File: src/rtl/rhythm_core.sv
// rhythm_core: scrolls a ROWS x LANES note map toward the judge row (row 0),
// judges lane hits with a perfect/good window and tracks score, combo, HP and speed.
`timescale 1ns/1ps
module rhythm_core #(
  parameter int LANES       = 4,
  parameter int ROWS        = 8,
  parameter int BASE_PERIOD = 25_000_000,
  parameter int PERIOD_MIN  = 5_000_000,
  parameter int PERIOD_STEP = 100_000,
  parameter int PERF_PTS    = 10,
  parameter int GOOD_PTS    = 5,
  parameter int HP_MAX      = 10,
  parameter int MISS_DMG    = 1,
  parameter int OVER_CYCLES = 150_000_000
) (
  input  logic                          i_Clk,
  input  logic                          i_Rst,
  input  logic                          i_Start,
  input  logic                          i_Pause,
  input  logic [LANES-1:0]              i_Hit,
  input  logic [LANES+3:0]              i_Rand,
  input  logic [3:0]                    i_Density,
  input  logic [1:0]                    i_Speed_Opt,
  output logic [ROWS*LANES-1:0]         o_Map,
  output logic [15:0]                   o_Score,
  output logic [15:0]                   o_High_Score,
  output logic [7:0]                    o_Combo,
  output logic [7:0]                    o_Max_Combo,
  output logic [$clog2(HP_MAX+1)-1:0]   o_HP,
  output logic [1:0]                    o_State,
  output logic                          o_Judge_Valid,
  output logic [1:0]                    o_Judge
);
  localparam int MW = ROWS*LANES;
  localparam int HW = $clog2(HP_MAX+1);
  localparam int CW = $clog2(BASE_PERIOD+1);
  localparam int OW = $clog2(OVER_CYCLES+1);
  localparam logic [CW-1:0] BASE_P    = CW'(BASE_PERIOD);
  localparam logic [OW-1:0] OVER_LAST = OW'(OVER_CYCLES-1);
  localparam logic [HW-1:0] HP_FULL   = HW'(HP_MAX);

  typedef enum logic [1:0] {
    S_IDLE  = 2'd0,
    S_PLAY  = 2'd1,
    S_PAUSE = 2'd2,
    S_OVER  = 2'd3
  } state_t;

  state_t          state_q, state_d;
  logic [MW-1:0]   map_q, map_d;
  logic [15:0]     score_q, score_d, high_q, high_d;
  logic [7:0]      combo_q, combo_d, maxc_q, maxc_d;
  logic [HW-1:0]   hp_q, hp_d;
  logic [CW-1:0]   period_q, period_d, cnt_q, cnt_d;
  logic [OW-1:0]   ovc_q, ovc_d;
  logic            jv_q, jv_d;
  logic [1:0]      j_q, j_d;

  logic [MW-1:0]    map_hit;
  logic [LANES-1:0] new_row;
  logic [CW-1:0]    quarter;
  logic             tick, in_window;
  logic [4:0]       n_perf, n_good, n_miss;
  logic [31:0]      score_sum, combo_sum, dmg;
  logic [7:0]       combo_new;

  function automatic logic [15:0] sat_u16(input logic [31:0] v);
    return (v > 32'h0000_FFFF) ? 16'hFFFF : v[15:0];
  endfunction

  function automatic logic [7:0] sat_u8(input logic [31:0] v);
    return (v > 32'd255) ? 8'hFF : v[7:0];
  endfunction

  function automatic logic [HW-1:0] sub_floor0(input logic [HW-1:0] hp, input logic [31:0] d);
    return (d >= 32'(hp)) ? '0 : HW'(32'(hp) - d);
  endfunction

  function automatic logic [CW-1:0] next_period(input logic [CW-1:0] p);
    return (32'(p) >= 32'(PERIOD_MIN) + 32'(PERIOD_STEP)) ?
           CW'(32'(p) - 32'(PERIOD_STEP)) : CW'(PERIOD_MIN);
  endfunction

  function automatic logic [CW-1:0] idle_period(input logic [1:0] opt);
    case (opt)
      2'b01:   return BASE_P >> 1;
      2'b10:   return BASE_P >> 2;
      default: return BASE_P;
    endcase
  endfunction

  always_comb begin
    state_d   = state_q;
    map_d     = map_q;
    score_d   = score_q;
    high_d    = high_q;
    combo_d   = combo_q;
    maxc_d    = maxc_q;
    hp_d      = hp_q;
    period_d  = period_q;
    cnt_d     = cnt_q;
    ovc_d     = ovc_q;
    jv_d      = 1'b0;
    j_d       = 2'd0;
    map_hit   = map_q;
    n_perf    = '0;
    n_good    = '0;
    n_miss    = '0;
    score_sum = '0;
    combo_sum = '0;
    dmg       = '0;
    combo_new = combo_q;
    quarter   = period_q >> 2;
    in_window = (cnt_q >= quarter) && (cnt_q < period_q - quarter);
    // >= rather than == so a shortened period can never strand the counter past it
    tick      = (cnt_q >= period_q - CW'(1));
    new_row   = (i_Rand[3:0] < i_Density) ? i_Rand[LANES+3:4] : '0;

    case (state_q)
      S_IDLE: begin
        period_d = idle_period(i_Speed_Opt);
        if (i_Start) begin
          state_d = S_PLAY;
          score_d = '0;
          combo_d = '0;
          map_d   = '0;
          cnt_d   = '0;
          hp_d    = HP_FULL;
        end
      end
      S_PLAY: begin
        if (hp_q == '0) begin
          state_d = S_OVER;
          ovc_d   = '0;
          if (score_q > high_q) high_d = score_q;
        end else if (i_Pause) begin
          state_d = S_PAUSE;
        end else begin
          // hits are judged against row 0 before any scroll in this cycle
          for (int l = 0; l < LANES; l++) begin
            if (i_Hit[l]) begin
              if (map_q[l]) begin
                map_hit[l] = 1'b0;
                if (in_window) n_perf = n_perf + 5'd1;
                else           n_good = n_good + 5'd1;
              end else begin
                n_miss = n_miss + 5'd1;
              end
            end
          end
          if (tick) begin
            cnt_d = '0;
            for (int l = 0; l < LANES; l++) begin
              if (map_hit[l]) n_miss = n_miss + 5'd1;
            end
            map_d = {new_row, map_hit[MW-1:LANES]};
          end else begin
            cnt_d = cnt_q + CW'(1);
            map_d = map_hit;
          end
          score_sum = 32'(score_q) + 32'(PERF_PTS) * 32'(n_perf) + 32'(GOOD_PTS) * 32'(n_good);
          score_d   = sat_u16(score_sum);
          combo_sum = 32'(combo_q) + 32'(n_perf) + 32'(n_good);
          combo_new = (n_miss != '0) ? 8'd0 : sat_u8(combo_sum);
          combo_d   = combo_new;
          if (combo_new > maxc_q) maxc_d = combo_new;
          dmg  = 32'(MISS_DMG) * 32'(n_miss);
          hp_d = sub_floor0(hp_q, dmg);
          if ((n_perf + n_good) != '0) period_d = next_period(period_q);
          if (n_miss != '0) begin
            jv_d = 1'b1;
            j_d  = 2'd3;
          end else if (n_good != '0) begin
            jv_d = 1'b1;
            j_d  = 2'd2;
          end else if (n_perf != '0) begin
            jv_d = 1'b1;
            j_d  = 2'd1;
          end
        end
      end
      S_PAUSE: begin
        if (!i_Pause) state_d = S_PLAY;
      end
      S_OVER: begin
        if (ovc_q == OVER_LAST) state_d = S_IDLE;
        else                    ovc_d   = ovc_q + OW'(1);
      end
      default: state_d = S_IDLE;
    endcase
  end

  always_ff @(posedge i_Clk or negedge i_Rst) begin
    if (!i_Rst) begin
      state_q  <= S_IDLE;
      map_q    <= '0;
      score_q  <= '0;
      high_q   <= '0;
      combo_q  <= '0;
      maxc_q   <= '0;
      hp_q     <= HP_FULL;
      period_q <= BASE_P;
      cnt_q    <= '0;
      ovc_q    <= '0;
      jv_q     <= 1'b0;
      j_q      <= 2'd0;
    end else begin
      state_q  <= state_d;
      map_q    <= map_d;
      score_q  <= score_d;
      high_q   <= high_d;
      combo_q  <= combo_d;
      maxc_q   <= maxc_d;
      hp_q     <= hp_d;
      period_q <= period_d;
      cnt_q    <= cnt_d;
      ovc_q    <= ovc_d;
      jv_q     <= jv_d;
      j_q      <= j_d;
    end
  end

  assign o_Map         = map_q;
  assign o_Score       = score_q;
  assign o_High_Score  = high_q;
  assign o_Combo       = combo_q;
  assign o_Max_Combo   = maxc_q;
  assign o_HP          = hp_q;
  assign o_State       = state_q;
  assign o_Judge_Valid = jv_q;
  assign o_Judge       = j_q;

endmodule

File: config.mk
export PLATFORM = sky130hd
export DESIGN_NAME = rhythm_core
export DESIGN_NICKNAME = d
export VERILOG_FILES = /design/src/rtl/rhythm_core.sv
export SDC_FILE = /design/constraint.sdc
export NUM_CORES = 1
export LEC_CHECK = 0
export CORE_MARGIN = 4
export CORE_UTILIZATION = 62
export CTS_BUF_LIST = sky130_fd_sc_hd__clkbuf_4
export DETAILED_ROUTE_END_ITERATION = 7
export GPL_TIMING_DRIVEN = 0
export PLACE_DENSITY = 0.84
export SYNTH_ARGS = -nofsm -noshare
export SYNTH_HDL_FRONTEND = slang
export SYNTH_SLANG_ARGS = --single-unit
File: constraint.sdc
create_clock -name i_Clk -period 21.3 [get_ports i_Clk]
set_input_delay 4.26 -clock i_Clk [delete_from_list [all_inputs] [get_ports i_Clk]]
set_output_delay 4.26 -clock i_Clk [all_outputs]
set_load 0.01 [all_outputs]
* Word-level counts from Yosys, hierarchy flattened
Index checks and enable logic that the tools add are counted.
Storage, ports and cells: register bits 167, input port bits 22, logic and storage cells 241
Operators by class: $add $sub $neg 24, multiply operators 2, order comparisons 10, eq/ne operators 16, muxes and demuxes 158, bitwise gates (word level) 2, reductions and logical operators 16
Operators with widths (count):
- $mux 5 | 80
- $mux 25 | 8
- $pmux 25 s2 | 3
- $mux 32 | 4
- $add 5x1->5 const B | 13
- $mux 16 | 4
- $pmux 32 s2 | 1
- $mux 28 | 2
- $pmux 28 s2 | 1
- $mux 8 | 5
- $pmux 16 s2 | 1
- $mux 1 | 31
- $add 28x1->28 const B | 1
- $eq 28x28->1 const B | 1
- $add 25x1->25 const B | 1
- $ge 25x23->1 | 1
- $ge 25x23->1 const B | 1
- $ge 25x25->1 | 1
- $lt 25x25->1 | 1
- $sub 25x1->25 const B | 1
- $sub 25x17->25 const B | 1
- $sub 25x23->25 | 1
- $mux 2 | 10
- $mux 4 | 5
- other kinds (29) | 50

* Longest topological paths before layout
Gate-level depths: netlist of the first run.
word-level depth 52, mapped depth 49

* Worst setup path after synthesis of the first run
Ideal clock, no wire load.
path kind input to register, start point in i_Hit[0], end point reg maxc_q[5] (netlist: o_Max_Combo[5]), setup time 0.092 ns, data arrival time 10.825 ns, data required time 21.208 ns, path slack 10.384 ns, cell stages on the path 41, path buffers 2, cells stage by stage nor2b_1 ha_1 a21oi_2 inv_2 ha_1 nand3b_1 o21ai_0 ha_1 nor3b_1 nor2_1 ha_1 nor3b_1 a21oi_1 nand2_1 inv_1 ha_1 and2_1 a31oi_1 [5 not listed] nand2_1 xnor2_1 xnor2_1 o21ai_0 xnor2_1 nor2_1 nand4_4 buf_6 nor2_1 ha_1 a21o_1 a21o_1 a21oi_1 o21ai_0 o211ai_1 clkbuf_1 nand2_1 o31ai_2
On the way: cells in the longest elaborated chain, start to end 50, elaborated cells on any way between the ends 108, classes of those cells 15 x add/sub; 2 x order compare; 89 x mux; 2 x reduce/logical
RTL lines:
- from (decl) | line 20 | input logic [LANES-1:0] i_Hit,
- $mux 1 | line 141 | if (i_Hit[l]) begin
- $mux 5 | line 136 | end else if (i_Pause) begin
- $mux 5 | line 132 | if (hp_q == '0) begin
- $mux 5 | line 119 | case (state_q)
- $add 5x1->5 | line 147 | n_miss = n_miss + 5'd1;
- $mux 5 | line 142 | if (map_q[l]) begin
- $mux 5 | line 141
- $mux 5 | line 136
- [34 not listed]
- $mux 5 | line 151 | if (tick) begin
- $mux 5 | line 136
- $mux 5 | line 132
- $mux 5 | line 119
- $reduce_bool 5->1 | line 164 | combo_new = (n_miss != '0) ? 8'd0 : sat_u8(combo_sum);
- $mux 8 (*) | line 164
- $gt 8x8->1 | line 166 | if (combo_new > maxc_q) maxc_d = combo_new;
- $reduce_and 4->1 (no line)
- to (signal assigned) | line 213 | maxc_q <= maxc_d;
- to (decl) | line 52 | logic [7:0] combo_q, combo_d, maxc_q, maxc_d;
Mark *: on every way between the ends. The rest lies on a longest branch, timed or not. The select of a mux whose other input is x is not followed. A chain may end at the register's enable or synchronous reset.

* Worst setup path in the final report of the first run
start point in i_Hit[0], end point reg maxc_q[2] (netlist: o_Max_Combo[2])
The elaborated chain is that of the path after synthesis.

==> flow_metrics.py, run 1 <==
metrics = {
    "worst_setup_path": {
        "start_kind": "input pin",
        "crit_path_max_incr_delay_ns": 0.63,
        "worstPathRequired_ns": 21.83,
        "critPathMaxFanout": 10,
        "crit_path_end_kind": "flip-flop",
        "cp-startpoint": "i_Hit[0]",
        "path_delay_family": "simple AND/OR/NAND/NOR gates",
        "r2r_cells": 46,
        "worstSetupPathType": "in2reg",
        "cp_common_cell": "ha_1",
        "timing.rr.start": "period_q[11]",
        "crit_buf_inv": 6,
        "path_depth": 43,
        "critPathArrivalTime_ns": 12.72,
        "crit_path_top_delay_cell": "clkdlybuf4s50_1",
    },
    "final_layout": {
        "final_layout_size_suffix_gt1_frac": 0.0545,
        "syn2layout_area_growth_pct": 13.4,
        "nets": 1844,
        "fin_area_um2": 15100,
    },
    "pwr": {
        "powerDensity_nw_per_um2": 84.2,
        "share_seq_of_total_power": 0.310,
        "switching_power_mw": 0.605,
        "p_int_mw": 0.668,
        "p_leak_nw": 7.10,
        "power_frac_clock": 0.159,
        "ir_worst_vdd_uv": 73.4,
        "comb_power_share": 0.531,
        "netSwitchingFraction": 0.475,
    },
    "drt": {
        "drt-total-wl_mm": 35.5,
        "wire_per_inst_um": 18.4,
        "drc": 0,
        "final_antenna_net_count": 0,
        "drtIter0Drc": 864,
        "vias": 11900,
        "drt_first_pass_iters": 5,
        "via_per_inst": 6.18,
    },
    "global_routing": {
        "grt_antenna_before_repair": 1,
        "gr-max-usage-layer": "met2",
        "use_met3": 0.0381,
        "grt_pass1_vias": 11800,
        "grt.total_usage": 0.302,
        "gr-usage-met1": 0.413,
        "grt.overflow.total": 0,
        "grt_pass1_wl_mm": 59.2,
        "grtUsageMet2": 0.495,
        "grt_max_degree": 109,
    },
    "clocking": {
        "cts_resized": 0,
        "clock-sinks": 163,
        "cts_setup_buffers": 0,
        "clock_path_buffers": 2,
        "cts_root_buffer": "clkbuf_4",
        "clkLatencyLatePin_ns": 0.63,
        "cts_tree": "built",
        "clk_pin_slew_ns": 0.18,
        "cts_hold_buf": 0,
        "cts.htree.levels": 4,
        "cts_buffers": 17,
    },
    "floorplan": {
        "initial_core_util": 0.632,
        "rows": 53,
        "fp.dieH_um": 155,
        "die_w_um": 155,
        "coreArea_um2": 21100,
        "die_area_um2": 23900,
        "io_pins": 111,
    },
    "synth": {
        "yosys.cell_types.count": 80,
        "synth-edff-count": 0,
        "synth.avg_cell_area_um2": 8.83,
        "synth_nets": 1715,
        "synthFlopType": "dfrtp_1",
        "ys_top_cells_by_area": "dfrtp_1 (28%), ha_1 (16%), nand2_1 (3.9%), xnor2_1 (3.7%), nor2_1 (3.5%)",
        "ys_ff_latch": 163,
        "ys_warn_count": 0,
        "ys_async_sr_fraction": 1.00,
        "yosysTopAreaCell": "dfrtp_1",
        "synth_area_um2": 13300,
        "synth_top_area_share": 0.280,
        "yosysSeqAreaShare": 0.307,
        "synthCells": 1509,
    },
    "status": {
        "status": "complete, no violations",
    },
    "placed_design": {
        "gp_congestion": 0.909,
        "place_area_um2": 14800,
        "numPortBuffers": 108,
        "hpwl_mm": 27.7,
    },
    "timing": {
        "worst_pin_slew_ns": 1.00,
        "min_period_over_period": 0.572,
        "tns_ns": 0,
        "finalCriticalPeriod_ns": 12.19,
        "maxSlewViolCount": 0,
        "finalClockSkew_ns": 0.0389,
        "hold_viol": 0,
        "fmax_ghz": 0.0820,
        "grt_setup_unrepaired": "false",
        "setup_violations": 0,
        "slew_headroom": 0.327,
        "hold_slack_ns": 0.531,
    },
    "hold_path": {
        "hold-path-cell-count": 2,
        "min_path_type": "reg2reg",
        "min-delay-start": "o_Max_Combo[6]",
    },
    "job": {
        "maxCapViolations": 0,
    },
}
[cell usage in the layout, fill, tap and decap left out, drive strengths merged, types with 8 or more instances in the layout]
master | Yosys | final
nand4 | 38 | 38
nand2b | 16 | 16
ha | 167 | 167
dfrtp | 149 | 149
a21oi | 79 | 79
fa | 17 | 17
a31oi | 8 | 8
xnor2 | 57 | 57
a22o | 35 | 35
and3 | 21 | 21
and2 | 12 | 12
a21o | 35 | 35
mux2 | 14 | 14
xor2 | 52 | 52
o31ai | 21 | 21
a211oi | 8 | 8
nor3 | 29 | 29
nand3 | 44 | 44
dfstp | 14 | 14
clkdlybuf4s50 | 0 | 107
nor2b | 17 | 17
mux2i | 8 | 8
and4 | 9 | 9
buf | 6 | 8
inv | 119 | 126
nand2 | 139 | 139
o21a | 15 | 15
o21ai | 91 | 91
nor4 | 12 | 12
clkbuf | 40 | 57
nor2 | 126 | 126
o211ai | 11 | 11
[logic make-up after synthesis]
logic type | after synthesis | synth area share
and+or+nand+nor | 497 | 0.183
AOI/OAI and AO/OA | 367 | 0.184
adders and majority gates | 184 | 0.182
buffers and inverters | 165 | 0.0485
DFF | 163 | 0.307
xor gates and xnor gates | 111 | 0.0766
muxes | 22 | 0.0178
[metal layers]
layer,vias to the layer above,routed length [µm]
li1,5685,-
met1,5745,15400
met2,408,16900
met3,64,2230
met4,0,962
met5,-,0
[layout make-up]
type,count,area [µm²]
Antenna cell,1,2.50
Fill cell,1661,5970
Sequential cell,163,4100
Inverter,119,449
Clock buffer,17,128
Timing Repair Buffer,110,1120
Buffer,46,198
Tap cell,275,344
Multi-Input combinational cell,1181,8600
Clock inverter,15,181
[worst reg2reg max path, delay by kind of cell (launching register included)]
| family | cells | cell delay, ns |
|---|---|---|
| buf+inv | 5 | 1.28 |
| simple gates | 18 | 3.38 |
| xor+xnor | 1 | 0.24 |
| compound gates | 15 | 3.22 |
| flops | 1 | 0.58 |
| fa+ha+maj | 7 | 2.33 |
[path summary, 6_finish.rpt]
path                                        to  slack [ns]
worst min register to register  o_Max_Combo[6]        0.53
worst min-delay path            o_Max_Combo[6]        0.53
max in group asynchronous             cnt_q[1]       16.90
min in group asynchronous         period_q[23]        3.50
worst max register to register  o_Max_Combo[2]       10.17
worst max-delay path            o_Max_Combo[2]        9.11
[through the flow]
stage	setup WS, ns	util	power, mW	instances
global route	8.36	0.717	1.37	1927
detailed placement	8.55	0.702	1.06	1894
global placement	8.90	0.700	1.03	1892
finish	9.11	0.717	1.27	1927
CTS	9.19	0.716	1.26	1926
floorplan	10.38	-	0.867	1509
[synthesized netlist by cell type (15+ instances only)]
cell and count:
fa_1 17, a21oi_1 78, dfrtp_1 149, ha_1 167
nor3_1 29, inv_1 117, nor2_1 126, nand2b_1 16
nor2b_1 17, xnor2_1 56, clkbuf_1 40, xor2_1 52
nand4_1 37, o21ai_0 91, o21a_1 15, a22o_1 35
a21o_1 35, o31ai_1 19, and3_1 21, nand3_1 44
nand2_1 139
[power groups by stage]
stage,logic [mW],registers (mW),clock network [mW]
detailed placement,0.661,0.398,0
floorplan,0.479,0.388,0
CTS,0.666,0.393,0.204
global placement,0.637,0.397,0
global route,0.753,0.401,0.215
finish,0.676,0.395,0.202
[registers in the layout (all words and copies together) (netlist names)]
signal	flops
ovc_q	28
o_Judge	2
cnt_q	25
o_Judge_Valid	1
o_Max_Combo	8
period_q	21
o_Score	16
o_High_Score	16
o_HP	4
o_State	2
o_Combo	8
o_Map	32
No activity file was read; power rests on OpenSTA's default activity.
==> run 2, diff against run 1 <==
--- a/config.mk
+++ b/config.mk
@@ -6,11 +6,11 @@
 export NUM_CORES = 1
 export LEC_CHECK = 0
 export CORE_MARGIN = 4
-export CORE_UTILIZATION = 62
+export CORE_UTILIZATION = 55
 export CTS_BUF_LIST = sky130_fd_sc_hd__clkbuf_4
 export DETAILED_ROUTE_END_ITERATION = 7
 export GPL_TIMING_DRIVEN = 0
-export PLACE_DENSITY = 0.84
+export PLACE_DENSITY = 0.79
 export SYNTH_ARGS = -nofsm -noshare
 export SYNTH_HDL_FRONTEND = slang
 export SYNTH_SLANG_ARGS = --single-unit
==> constraint.sdc (replaced) <==
create_clock -name i_Clk -period 10.5 [get_ports i_Clk]
set_input_delay 2.1 -clock i_Clk [delete_from_list [all_inputs] [get_ports i_Clk]]
set_output_delay 2.1 -clock i_Clk [all_outputs]
set_load 0.01 [all_outputs]
==> flow_metrics.py, run 2 (synthesis results as in run 1) <==
metrics = {
    "timing": {
        "tns_ns": 0,
        "worst_pin_slew_ns": 1.11,
        "worst_slack_ns": 0.711,
        "finalClockSkew_ns": 0.0419,
        "maxSlewViolCount": 0,
        "hold_viol": 0,
        "finalCriticalPeriod_ns": 9.79,
        "setup_violations": 0,
        "slew_headroom": 0.259,
        "fmax_ghz": 0.102,
        "min_period_over_period": 0.932,
    },
    "final_layout": {
        "nets": 1845,
        "fillCellCount": 1989,
        "fin_cells": 1972,
        "final_cell_mix": "ha_1 (167), dfrtp_1 (149), nand2_1 (139)",
        "largest_reg_flops": 32,
        "final_layout_size_suffix_gt1_frac": 0.0617,
        "fin_area_um2": 15300,
        "syn2layout_area_growth_pct": 14.5,
        "final_common_cell": "ha_1",
    },
    "drt": {
        "drt-total-wl_mm": 35.8,
        "via_per_inst": 6.08,
        "drc": 0,
        "vias": 12000,
        "drtIter0Drc": 1215,
        "drt_first_pass_iters": 8,
        "final_antenna_net_count": 0,
        "wire_per_inst_um": 18.2,
    },
    "status": {
        "status": "complete, no violations",
    },
    "clocking": {
        "cts_root_buffer": "clkbuf_4",
        "cts_buffers": 17,
        "clock_path_buffers": 2,
        "clock-sinks": 163,
        "clk_pin_slew_ns": 0.19,
        "clkLatencyLatePin_ns": 0.62,
        "cts_tree": "built",
        "cts.htree.levels": 4,
        "cts_hold_buf": 0,
    },
    "worst_setup_path": {
        "r2r_cells": 45,
        "rrSetupSlack_ns": 0.71,
        "crit_path_end_kind": "flip-flop",
        "r2r-end": "o_Max_Combo[7]",
        "cp_common_cell": "a21o_1",
        "critPathArrivalTime_ns": 10.30,
        "crit_path_max_incr_delay_ns": 0.66,
        "crit_buf_inv": 4,
        "worstSetupPathType": "reg2reg",
        "crit_path_top_delay_cell": "dfstp_2",
        "timing.rr.start": "period_q[6]",
        "path_delay_family": "compound AO/OA/AOI/OAI gates",
        "worstPathRequired_ns": 11.01,
        "critPathMaxFanout": 10,
        "start_kind": "flip-flop",
    },
    "placed_design": {
        "hpwl_mm": 27.8,
        "gp_congestion": 0.947,
        "placed_cells": 1937,
        "numPortBuffers": 108,
        "dp_slack_ns": -0.365,
        "place_area_um2": 14900,
    },
    "pwr": {
        "ir_worst_vdd_uv": 93.8,
        "power_frac_clock": 0.162,
        "powerDensity_nw_per_um2": 172,
        "share_seq_of_total_power": 0.307,
        "netSwitchingFraction": 0.472,
        "switching_power_mw": 1.24,
        "comb_power_share": 0.531,
        "p_leak_nw": 7.15,
        "p_int_mw": 1.38,
    },
    "hold_path": {
        "min_path_type": "reg2reg",
        "hold_end": "o_Map[31]",
        "min-delay-start": "o_Map[31]",
        "hold-path-cell-count": 2,
    },
    "global_routing": {
        "grt_pass1_vias": 11600,
        "grt_antenna_before_repair": 1,
        "grt_max_degree": 95,
        "grt_pass1_wl_mm": 58.5,
        "grt.overflow.total": 0,
        "grt.total_usage": 0.269,
    },
    "floorplan": {
        "initial_core_util": 0.563,
        "die_w_um": 164,
        "coreArea_um2": 23700,
        "io_pins": 111,
        "die_area_um2": 26800,
        "fp.dieH_um": 164,
        "rows": 56,
    },
    "job": {
        "maxCapViolations": 0,
    },
}
-- run 2: cell count changes in the layout (fill, tap and decap cells not counted), sizes merged --
cell / change
buf: +4
clkbuf: -2
bufinv: +1
clkdlybuf4s18: -1
inv: -1
-- run 2: metal layers --
layer  track usage  wire length (µm)
met1         0.365             15600
met2         0.436             16800
met3        0.0532              2570
met4        0.0831               813
met5             0                 0
-- run 2: tightest hold or removal path, stage by stage (launching register included) --
cell	delay [ns]
dfrtp_1	0.40
nand2_1	0.05
nand2_1	0.05
-- run 2: power by group through the flow --
| stage | Clock, mW | Combinational [mW] | Sequential (mW) |
|---|---|---|---|
| after floorplan | 0 | 0.973 | 0.787 |
| after global placement | 0 | 1.30 | 0.807 |
| after detailed placement | 0 | 1.35 | 0.811 |
| after CTS | 0.432 | 1.36 | 0.799 |
| after global routing | 0.456 | 1.55 | 0.812 |
| final | 0.425 | 1.39 | 0.803 |
-- run 2: metrics by stage --
step           utilization  total power [mW]  hold slack [ns]
6_report             0.644              2.62            0.518
3_3_place_gp         0.625              2.11            0.483
2_1_floorplan            -              1.76            0.487
4_1_cts              0.642              2.59            0.522
5_1_grt              0.644              2.82            0.554
3_5_place_dp         0.627              2.16            0.487
-- run 2: final cells by class --
type	instances	area [µm²]	area share
Buffer	44	196	0.0129
Antenna cell	1	2.50	0.000164
Timing Repair Buffer	113	1140	0.0750
Clock inverter	15	209	0.0137
Tap cell	319	399	0.0262
Multi-Input combinational cell	1181	8630	0.566
Inverter	119	449	0.0294
Clock buffer	17	128	0.00837
Sequential cell	163	4100	0.269
-- run 2: what timing repair did --
action	CTS	global route
pin swaps	0	1
resized for setup	3	13
setup buffers	0	4
endpoints found under the setup margin	21	24
-- run 2: worst max-delay path by stage --
| stage | from | end | slack, ns | depth (start not counted) |
|---|---|---|---|---|
| floorplan | period_q[11] | o_Max_Combo[5] | 1.52 | 47 |
| global placement | period_q[11] | o_Max_Combo[7] | -0.17 | 46 |
| detailed placement | period_q[11] | o_Max_Combo[5] | -0.36 | 46 |
| CTS | period_q[11] | o_Max_Combo[7] | 0.04 | 48 |
| global route | period_q[6] | o_Max_Combo[7] | -0.04 | 45 |
| finish | period_q[6] | o_Max_Combo[7] | 0.71 | 45 |
==> run 3, diff against run 2 <==
--- a/config.mk
+++ b/config.mk
@@ -5,7 +5,8 @@
 export SDC_FILE = /design/constraint.sdc
 export NUM_CORES = 1
 export LEC_CHECK = 0
-export CORE_MARGIN = 4
+export CAP_MARGIN = 15
+export CORE_MARGIN = 5
 export CORE_UTILIZATION = 55
 export CTS_BUF_LIST = sky130_fd_sc_hd__clkbuf_4
 export DETAILED_ROUTE_END_ITERATION = 7
==> constraint.sdc (replaced) <==
create_clock -name i_Clk -period 10.5 [get_ports i_Clk]
set_input_delay 2.1 -clock i_Clk [delete_from_list [all_inputs] [get_ports i_Clk]]
set_output_delay 2.1 -clock i_Clk [all_outputs]
set_load 0.1 [all_outputs]
==> flow_metrics.py, run 3 (synthesis results as in run 1) <==
metrics = {
    "status": {
        "status": "complete, no violations",
    },
    "worst_setup_path": {
        "r2r-end": "o_Max_Combo[0]",
        "r2r_cells": 46,
        "timing.rr.start": "period_q[6]",
        "start_kind": "flip-flop",
        "critPathMaxFanout": 9,
        "rrSetupSlack_ns": 0.74,
        "crit_path_top_delay_cell": "dfstp_2",
        "crit_path_max_incr_delay_ns": 0.67,
        "crit_path_end_kind": "flip-flop",
        "worstPathRequired_ns": 11.02,
        "critPathArrivalTime_ns": 10.27,
        "worstSetupPathType": "reg2reg",
    },
    "final_layout": {
        "nets": 1845,
        "largest_reg_flops": 32,
        "syn2layout_area_growth_pct": 14.6,
        "final_layout_size_suffix_gt1_frac": 0.0630,
        "final_common_cell": "ha_1",
        "final_cell_mix": "ha_1 (167), dfrtp_1 (148), nand2_1 (139)",
    },
    "global_routing": {
        "grt_antenna_before_repair": 1,
        "grt.overflow.total": 0,
        "grt.total_usage": 0.254,
        "grt_max_degree": 118,
        "grt_pass1_wl_mm": 58.5,
        "grt_pass1_vias": 11500,
    },
    "floorplan": {
        "die_area_um2": 27400,
        "coreArea_um2": 24100,
        "die_w_um": 166,
        "fp.dieH_um": 166,
        "initial_core_util": 0.553,
        "io_pins": 111,
        "rows": 57,
    },
    "clocking": {
        "cts_tree": "built",
        "clkLatencyLatePin_ns": 0.62,
        "cts_root_buffer": "clkbuf_4",
        "cts.htree.levels": 4,
        "cts_hold_buf": 0,
        "clock_path_buffers": 2,
        "clock-sinks": 163,
        "clk_pin_slew_ns": 0.17,
        "cts_buffers": 17,
    },
    "timing": {
        "grt_setup_unrepaired": "false",
        "finalCriticalPeriod_ns": 9.76,
        "fmax_ghz": 0.102,
        "worst_pin_slew_ns": 1.15,
        "hold_viol": 0,
        "maxSlewViolCount": 0,
        "min_period_over_period": 0.929,
        "setup_violations": 0,
        "worst_slack_ns": 0.744,
        "finalClockSkew_ns": 0.0389,
        "tns_ns": 0,
        "slew_headroom": 0.231,
    },
    "drt": {
        "drt_first_pass_iters": 5,
        "drtIter0Drc": 803,
        "drc": 0,
        "via_per_inst": 6.06,
        "wire_per_inst_um": 18.3,
        "vias": 12000,
        "final_antenna_net_count": 0,
        "drt-total-wl_mm": 36.2,
    },
    "hold_path": {
        "hold_end": "o_Map[29]",
        "min_path_type": "reg2reg",
        "hold-path-cell-count": 2,
        "min-delay-start": "o_Map[29]",
    },
    "job": {
        "maxCapViolations": 0,
    },
    "placed_design": {
        "gp_congestion": 0.928,
        "numPortBuffers": 108,
        "dp_slack_ns": -0.450,
        "hpwl_mm": 27.6,
    },
    "pwr": {
        "powerDensity_nw_per_um2": 178,
        "p_leak_nw": 7.14,
        "ir_worst_vdd_uv": 194,
    },
}
==> run 3: changes by cell type in the layout (fill, tap and decap cells not counted), sizes merged <==
cell      previous run  this run
bufinv               1         0
clkbuf              55        54
clkinv               7         8
clkinvlp             1         0
diode                1         2
inv                125       126
nor4                12        13
==> run 3: per-stage QoR <==
| stage | power (mW) | instance area, µm² | instances | utilization | hold WS, ns |
|---|---|---|---|---|---|
| after floorplan | 1.87 | 13300 | 1509 | - | 0.487 |
| after global placement | 2.21 | 14800 | 1941 | 0.615 | 0.485 |
| after detailed placement | 2.25 | 14900 | 1943 | 0.616 | 0.483 |
| after CTS | 2.68 | 15200 | 1974 | 0.630 | 0.522 |
| after global routing | 2.90 | 15300 | 1978 | 0.633 | 0.563 |
| final | 2.71 | 15300 | 1978 | 0.633 | 0.518 |
==> run 3: worst max path at each step <==
stage / startpoint / end / slack, ns / depth (start not counted)
5_1_grt: period_q[11] / o_Max_Combo[0] / 0.04 / 47
2_1_floorplan: period_q[11] / o_Max_Combo[5] / 1.48 / 47
3_3_place_gp: period_q[11] / o_Max_Combo[5] / -0.31 / 46
4_1_cts: period_q[11] / o_Max_Combo[2] / 0.08 / 46
6_report: period_q[6] / o_Max_Combo[0] / 0.74 / 46
3_5_place_dp: period_q[11] / o_Max_Combo[5] / -0.45 / 46
==> run 3: layout make-up <==
cell class                      count  area (µm²)
Fill cell                        2091        8840
Multi-Input combinational cell   1182        8660
Sequential cell                   163        4100
Timing Repair Buffer              112        1130
Inverter                          119         449
Tap cell                          324         405
Clock inverter                     15         199
Buffer                             44         196
Clock buffer                       17         128
Antenna cell                        2        5.00
==> run 3: report_power, final <==
| part | internal [mW] | switching, mW | total, mW |
|---|---|---|---|
| Sequential | 0.706 | 0.0982 | 0.804 |
| Combinational | 0.539 | 0.951 | 1.49 |
| Clock | 0.117 | 0.299 | 0.416 |
| Total | 1.36 | 1.35 | 2.71 |
==> run 3: layer usage <==
layer / vias up / GRT usage / share of wire
met1: 5839 / 0.346 / 0.43
met2: 419 / 0.426 / 0.48
li1: 5670 / - / -
met3: 65 / 0.0398 / 0.062
met4: 0 / 0.0667 / 0.025
met5: - / 0 / 0
==> run 3: worst max-delay path: cells and delay by family, from the launching register on <==
kind / cells / cell delay [ns]
fa+ha+maj: 7 / 2.23
xor+xnor: 2 / 0.31
flops: 1 / 0.67
buf+inv: 4 / 0.48
simple gates: 11 / 2.07
compound gates: 22 / 3.90
==> run 3: what timing repair did <==
item / in CTS / in global routing
resized for setup: 3 / 19
pin swaps: 0 / 1
gates cloned: 0 / 1
buffers inserted: 0 / 2
setup endpoints to repair: 22 / 24
